===== src/rtl/fetch_unit.sv =====
`default_nettype none
// ---- fetch_unit: PC-driven instruction fetch with in-order tag queue, decode buffer and redirect flush
// ---- Rev 1.0
module fetch_unit #(
  parameter logic [63:0] RESET_PC = 64'h8000_0000,
  parameter int unsigned DEPTH    = 2
) (
  input  logic        clk,
  input  logic        rst_n,
  input  logic [63:0] i_pc_rdata,
  output logic        o_pc_we,
  output logic [63:0] o_pc_wdata,
  output logic        o_imem_req_valid,
  input  logic        i_imem_req_ready,
  output logic [63:0] o_imem_req_addr,
  input  logic        i_imem_resp_valid,
  input  logic [31:0] i_imem_resp_data,
  output logic        o_inst_valid,
  input  logic        i_inst_ready,
  output logic [63:0] o_inst_pc,
  output logic [31:0] o_inst_data,
  input  logic        i_redirect_valid,
  input  logic [63:0] i_redirect_pc
);

  localparam int CW = $clog2(DEPTH + 1);
  localparam int PW = (DEPTH > 1) ? $clog2(DEPTH) : 1;
  localparam logic [CW:0] c_depth = (CW+1)'(DEPTH);
  localparam logic [0:0] c_st_boot = 1'b0;
  localparam logic [0:0] c_st_run  = 1'b1;

  logic [0:0]    r_state, w_state_nxt;
  logic [CW-1:0] r_outstanding, r_drop_cnt, r_buf_count;
  logic [PW-1:0] r_tag_wr, r_tag_rd, r_buf_wr, r_buf_rd;
  logic [63:0]   r_tag_mem [DEPTH];
  logic [95:0]   r_buf_mem [DEPTH];

  logic [CW:0] w_occ;
  logic        w_run, w_redirect, w_accept, w_resp, w_drop_resp, w_push, w_pop;
  logic [95:0] w_head;

  function automatic logic [PW-1:0] f_inc(input logic [PW-1:0] p);
    return (p == PW'(DEPTH - 1)) ? '0 : p + PW'(1);
  endfunction

  assign w_occ       = {1'b0, r_outstanding} + {1'b0, r_buf_count};
  assign w_run       = (r_state == c_st_run);
  assign w_redirect  = w_run && i_redirect_valid;
  assign w_accept    = o_imem_req_valid && i_imem_req_ready;
  assign w_resp      = i_imem_resp_valid;
  // A response landing in a redirect cycle is stale by definition, whatever drop_cnt says.
  assign w_drop_resp = w_resp && (w_redirect || (r_drop_cnt != '0));
  assign w_push      = w_resp && !w_drop_resp;
  assign w_pop       = o_inst_valid && i_inst_ready && !w_redirect;
  assign w_head      = r_buf_mem[r_buf_rd];

  assign o_imem_req_addr = i_pc_rdata;
  assign o_inst_valid    = (r_buf_count != '0);
  assign o_inst_pc       = o_inst_valid ? w_head[95:32] : 64'd0;
  assign o_inst_data     = o_inst_valid ? w_head[31:0]  : 32'd0;

  always_ff @(posedge clk or negedge rst_n) begin
    if (!rst_n) r_state <= c_st_boot;
    else        r_state <= w_state_nxt;
  end

  always_comb begin
    w_state_nxt = r_state;
    if (r_state == c_st_boot) w_state_nxt = c_st_run;
  end

  always_comb begin
    o_imem_req_valid = 1'b0;
    o_pc_we          = 1'b0;
    o_pc_wdata       = 64'd0;
    if (r_state == c_st_run) begin
      if (i_redirect_valid) begin
        o_pc_we    = 1'b1;
        o_pc_wdata = i_redirect_pc;
      end else begin
        o_imem_req_valid = (w_occ < c_depth);
        if (o_imem_req_valid && i_imem_req_ready) begin
          o_pc_we    = 1'b1;
          o_pc_wdata = i_pc_rdata + 64'd4;
        end
      end
    end
  end

  always_ff @(posedge clk or negedge rst_n) begin
    if (!rst_n) begin
      r_outstanding <= '0;
      r_drop_cnt    <= '0;
      r_buf_count   <= '0;
      r_tag_wr      <= '0;
      r_tag_rd      <= '0;
      r_buf_wr      <= '0;
      r_buf_rd      <= '0;
    end else begin
      r_outstanding <= r_outstanding + CW'(w_accept) - CW'(w_resp);
      if (w_accept) r_tag_wr <= f_inc(r_tag_wr);
      if (w_resp)   r_tag_rd <= f_inc(r_tag_rd);
      // Every request still in flight after this cycle must be discarded on return.
      if (w_redirect)
        r_drop_cnt <= r_outstanding - CW'(w_resp);
      else if (w_resp && (r_drop_cnt != '0))
        r_drop_cnt <= r_drop_cnt - CW'(1);
      if (w_redirect) begin
        r_buf_count <= '0;
        r_buf_wr    <= '0;
        r_buf_rd    <= '0;
      end else begin
        r_buf_count <= r_buf_count + CW'(w_push) - CW'(w_pop);
        if (w_push) r_buf_wr <= f_inc(r_buf_wr);
        if (w_pop)  r_buf_rd <= f_inc(r_buf_rd);
      end
    end
  end

  always_ff @(posedge clk) begin
    if (w_accept) r_tag_mem[r_tag_wr] <= i_pc_rdata;
    if (w_push)   r_buf_mem[r_buf_wr] <= {r_tag_mem[r_tag_rd], i_imem_resp_data};
  end

  always_ff @(posedge clk) begin
    if (rst_n) begin
      assert (w_occ <= c_depth);
      assert (!(w_resp && (r_outstanding == '0)));
      assert (!((r_state == c_st_boot) && (i_pc_rdata != RESET_PC)));
    end
  end

endmodule
`default_nettype wire


===== config.mk =====
export PLATFORM = sky130hd
export DESIGN_NAME = fetch_unit
export DESIGN_NICKNAME = d
export VERILOG_FILES = /design/src/rtl/fetch_unit.sv
export SDC_FILE = /design/constraint.sdc
export NUM_CORES = 1
export LEC_CHECK = 0
export ABC_CLOCK_PERIOD_IN_PS = 9320
export BUFFER_PORTS_ARGS = -buffer_cell sky130_fd_sc_hd__buf_2
export CAP_MARGIN = 30
export CORE_MARGIN = 5
export CORE_UTILIZATION = 45
export DETAILED_ROUTE_END_ITERATION = 7
export HOLD_SLACK_MARGIN = 0.03
export PLACE_DENSITY = 0.7
export SLEW_MARGIN = 15
export SYNTH_ARGS = -nofsm -noshare
export SYNTH_HDL_FRONTEND = slang
export SYNTH_SLANG_ARGS = --single-unit
export TNS_END_PERCENT = 1

===== constraint.sdc =====
create_clock -name clk -period 9.32 [get_ports clk]
set_input_delay 2.796 -clock clk [delete_from_list [all_inputs] [get_ports clk]]
set_output_delay 2.796 -clock clk [all_outputs]
set_load 0.01 [all_outputs]

# ---- Yosys cells after proc, flatten, opt, wreduce, memory -nomap -nowiden
# Memories as Yosys holds them, arrays and structs flattened.
# Cells that the tools add are included.
dict set report totals {
  reg_bits 11
  ram_bits 320
  inputBits 166
  out_inout_bits 227
  word_cells 64
  mem_count 2
}
# name depth word_bits read_ports rd_ports_with_merged_regs wr line_no
set memory_table {}
lappend memory_table {r_buf_mem 2 96 1 0 1 36} ;# logic [95:0] r_buf_mem [DEPTH];
lappend memory_table {r_tag_mem 2 64 1 0 1 35} ;# logic [63:0] r_tag_mem [DEPTH];
dict set report classes {
  n_addsub 12
  magnitude_cmp 1
  n_mux 25
  n_reduce_logical 16
}
# op count
set ops {}
lappend ops {{$mux 64} 4}
lappend ops {{$add 64x3->64 const B} 1}
lappend ops {{$mux 32} 1}
lappend ops {{$mux 1} 17}
lappend ops {{$reduce_bool 2->1} 5}
lappend ops {{$logic_and 1x1->1} 8}
lappend ops {{$mux 2} 3}
lappend ops {{$sub 2x1->2} 3}
lappend ops {{$add 1x1->1 const B} 4}
lappend ops {{$add 2x1->2} 2}
lappend ops {{$add 2x2->3} 1}
lappend ops {{$lt 3x2->1 const B} 1}
lappend ops {{$logic_not 1->1} 2}
lappend ops {{$sub 2x1->2 const B} 1}
lappend ops {{$logic_or 1x1->1} 1}

# ---- Longest topological paths before layout
dict set report depth {
  depth_word 8
  depth_mapped 12
  mapped_depth_nobuf 11
}

# ---- Worst setup path before layout
# OpenSTA, ideal clock, no wires.
dict set report synth_timing {
  kind {input to register}
  start {input i_redirect_valid}
  end {memory r_buf_mem[0][0] (enable)}
  setup_ns 0.552
  arrival_time_ns 7.012
  required_time_ns 8.768
  slack_ns 1.756
  cell_stages 3
  path_buffers 0
  path_cell_list {nand2_1 nand3_1 nor2_1}
}
dict set report synth_via {
  elab_chain_len 7
}
# element line_no
set synth_lines {}
lappend synth_lines {{start, declared} 22} ;# input logic i_redirect_valid,
lappend synth_lines {{$logic_and 1x1->1} 48} ;# assign w_redirect = w_run && i_redirect_valid;
lappend synth_lines {{$logic_or 1x1->1} 52} ;# assign w_drop_resp = w_resp && (w_redirect || (r_drop_cnt != '0));
lappend synth_lines {{$logic_and 1x1->1} 52}
lappend synth_lines {{$logic_not 1->1} 53} ;# assign w_push = w_resp && !w_drop_resp;
lappend synth_lines {{$logic_and 1x1->1} 53}
lappend synth_lines {{$mux 1} 122} ;# if (w_push) r_buf_mem[r_buf_wr] <= {r_tag_mem[r_tag_rd], i_imem_resp_data};
lappend synth_lines {{$mux 1 (implied by the code)} 122}
lappend synth_lines {{end, declared} 36}
# No other way between the ends.

# ---- Final worst setup path
dict set report layout_timing {
  start {input i_pc_rdata[42]}
  end {output o_pc_wdata[53]}
}
dict set report layout_via {
  elab_chain_len 4
}
# element line_no
set layout_lines {}
lappend layout_lines {{start, declared} 10} ;# input logic [63:0] i_pc_rdata,
lappend layout_lines {{$add 64x3->64} 84} ;# o_pc_wdata = i_pc_rdata + 64'd4;
lappend layout_lines {{$mux 64} 82} ;# if (o_imem_req_valid && i_imem_req_ready) begin
lappend layout_lines {{$mux 64} 77} ;# if (i_redirect_valid) begin
lappend layout_lines {{$mux 64} 76} ;# if (r_state == c_st_run) begin
lappend layout_lines {{end, declared} 12} ;# output logic [63:0] o_pc_wdata,
# No other way between the ends.

==> results.md <==
- Status: finished, final reports clean
- Max Fanout on Critical Path: 8
- RD Place Congestion: 0.845
- Final cycle utilization of the critical path: 87.4%
- DRT Wirelength: 39.7 mm
- Setup crit start kind: primary input
- Main synth FF type: edfxtp_1
- Synth top area share: 64.3%
- Unrepaired setup endpoints after global routing: no
- Least-Margin Pin Slew: 0.872 ns
- Worst-Skew Late Latency: 0.50 ns
- Slew headroom: 41.3%
- DP HPWL: 27.8 mm
- I/O Buffers: 392
- Core Rows: 66
- Max-slew violations: 0
- Pre-antenna DRT Iters: 5
- Worst R2R Path Depth: 8
- Die X: 192 µm
- CTS Buffer Depth: 3
- Die height: 192 µm
- Cells after synthesis: 1,096
- Post-DRT Antenna Nets: 0
- CTS tree: yes
- Pin count of the biggest net entering global routing: 66
- Vias: 9,919
- I/O pin count: 393
- DR DRC count: 0
- Cell Area, Synth: 0.0150 mm²
- Synth Warn #: 0
- Max cap viols: 0
- Grt total ovfl: 0
- Clock transition at path regs: 0.06 ns
- Register area share after synthesis: 66.1%
- Hold Path Class: flip-flop to flip-flop
- Cells after DPL: 1,836
- Power Density: 255 mW/mm²
- Total negative slack: 0 ns
- Clock skew: 0.0156 ns
- Vias in the first global route: 10,000
- Layout cells sized above 1: 37.6%
- CTS buffer count: 36
- Synth unique cells: 47
- Fin cells: 1,901
- Initial Util: 45.7%
- Most frequent cells in the layout: buf_2, edfxtp_1, nor2_1, nand2_1, mux2i_1
- DR WL/cell: 20.9 µm
- Worst hold stages: 1
- Fmax: 123 MHz
- Post-synth top area cell: edfxtp_1
- Top cells by area, synth: edfxtp_1, mux2i_1, mux2_2, buf_4, nor2_1
- Peak supply drop: 0.000190 V
- Reg2reg start: r_buf_count[0]
- CTS resizes: 0
- Post-CTS setup buffer count: 0
- Lkg Pwr: 0.00696 µW
- Area Growth Syn to Fin: 21.4%
- WS Path Type: primary input to output pin
- Hold-fix buffers, CTS: 0
- Register bit total from synthesis: 331
- First-pass GRT wire length: 58.5 mm
- # diodes: 0
- Commonest non-fill, non-tap cell in the layout: buf_2
- Post-Syn Nets: 1,270
- Ys async rst share: 3.32%
- Core Region: 0.0327 mm²
- Worst EP arrival: 5.35 ns
- # H-tree levels: 2
- WP data required: 6.52 ns
- Hold wc startpoint: r_outstanding[0]
- GR Util All Layers: 20.7%
- Die area: 0.0370 mm²
- Antenna violations before repair: 1
- Setup crit end kind: output pin
- Final hold vios: 0
- Worst hold endpoint: r_outstanding[0]
- Worst flop-to-flop path endpoint: r_tag_mem[0][37]
- # nets final: 1,608
- FILL cells: 2,757
- DR iter-0 viols: 635
- Final worst path period need: 8.15 ns
- Via-per-instance ratio: 5.22
- CTS root buffer: clkbuf_16
- Number of flops mapped to enable cells by yosys: 320
- CTS sink cnt: 331
- Avg Cell Area, Syn: 13.6 µm²
- Finish-stage setup viols: 0
- Reg2reg setup slack: 6.17 ns
-- synth_stat cells, types with 2 or more instances --
cell type and count:
or3_1 4, xor2_1 28, nor4_4 2, buf_1 7, or4_1 2, buf_2 2
mux2_2 64, edfxtp_1 320, buf_4 65, ha_1 7, nand4b_1 2, nand4_1 17
nor3_1 14, nand2_1 98, and4_1 4, o21ai_0 54, nand2b_1 5, nor4_1 11
clkbuf_1 36, mux2i_1 96, nor3_2 3, and3_1 8, o21ai_1 6, dfrtp_1 11
nand3_1 22, nor2_1 126, or4_4 2, a22o_1 4, or2_2 2, inv_1 12
and2_1 5, xnor2_1 42
-- logic make-up (layout without fill, tap and decap cells) --
| kind of cell | Yosys count | after routing | share of synthesized area (%) |
|---|---|---|---|
| mux | 160 | 160 | 11.2 |
| flops | 331 | 331 | 66.1 |
| xor+xnor | 70 | 70 | 4.10 |
| compound gates | 68 | 68 | 2.43 |
| simple gates | 334 | 334 | 10.6 |
| fa+ha+maj | 8 | 8 | 0.720 |
| buf+inv | 124 | 487 | 4.81 |
| other cells | 1 | 1 | 0.0251 |
-- worst max-delay path, stage by stage --
cell and delay [ns]:
buf_2 0.18, and4_1 0.36, nand2_1 0.23, nor4_1 0.80, nor4b_2 0.52, xnor2_1 0.17
o21ai_0 0.15, buf_2 0.15
-- area by class of cell --
cell class,count,area [µm²],area share (%)
sequential,331,9890,54.5
clock buffer,49,1000,5.51
tap,442,553,3.05
clock inverter,14,95.1,0.524
multi-input combinational,641,4390,24.2
timing repair buffer,411,2180,12.0
inverter,13,48.8,0.269
-- flip-flops by register name, indices dropped and copies added, names as in the netlist --
signal,cells
r_buf_mem,192
r_tag_mem,128
r_buf_count,2
r_drop_cnt,2
r_outstanding,2
r_buf_rd,1
r_buf_wr,1
r_state,1
r_tag_rd,1
r_tag_wr,1
-- how the worst max path moves through the flow --
stage | startpoint | endpoint | slack (ns) | cells after the start
after CTS | i_pc_rdata[42] | o_pc_wdata[53] | 1.21 | 8
after detailed placement | i_pc_rdata[42] | o_pc_wdata[53] | 1.21 | 8
after floorplan | i_redirect_valid | r_buf_mem[0][0] | 1.76 | 3
after global placement | i_pc_rdata[25] | o_pc_wdata[62] | 1.07 | 8
final | i_pc_rdata[42] | o_pc_wdata[53] | 1.17 | 8
after global routing | i_pc_rdata[42] | o_pc_wdata[53] | 1.03 | 8
-- where the power goes --
part / internal [µW] / leakage, µW / switching [µW] / total, µW
clock network: 779 / 0.000546 / 536 / 1310
registers: 1860 / 0.00303 / 92.1 / 1950
logic: 548 / 0.00339 / 810 / 1360
total: 3190 / 0.00696 / 1440 / 4630
-- through the flow --
stage / total power, µW / hold WS (ns) / utilization (%) / setup slack [ns] / area, µm²
detailed placement: 3340 / 0.541 / 52.0 / 1.21 / 17000
finish: 4630 / 0.543 / 55.5 / 1.17 / 18200
global route: 4860 / 0.573 / 55.5 / 1.03 / 18200
floorplan: 2810 / 0.492 / - / 1.76 / 15000
global placement: 3310 / 0.528 / 51.8 / 1.07 / 16900
CTS: 4660 / 0.556 / 55.4 / 1.21 / 18100
-- per-layer routing --
metal | GRT usage, % | up-vias | routed length (µm)
li1 | - | 4607 | -
met1 | 27.7 | 4830 | 16500
met2 | 34.9 | 429 | 19400
met3 | 4.14 | 53 | 3070
met4 | 5.18 | 0 | 775
met5 | 0 | - | 0
Power figures use the tool's default switching activity.
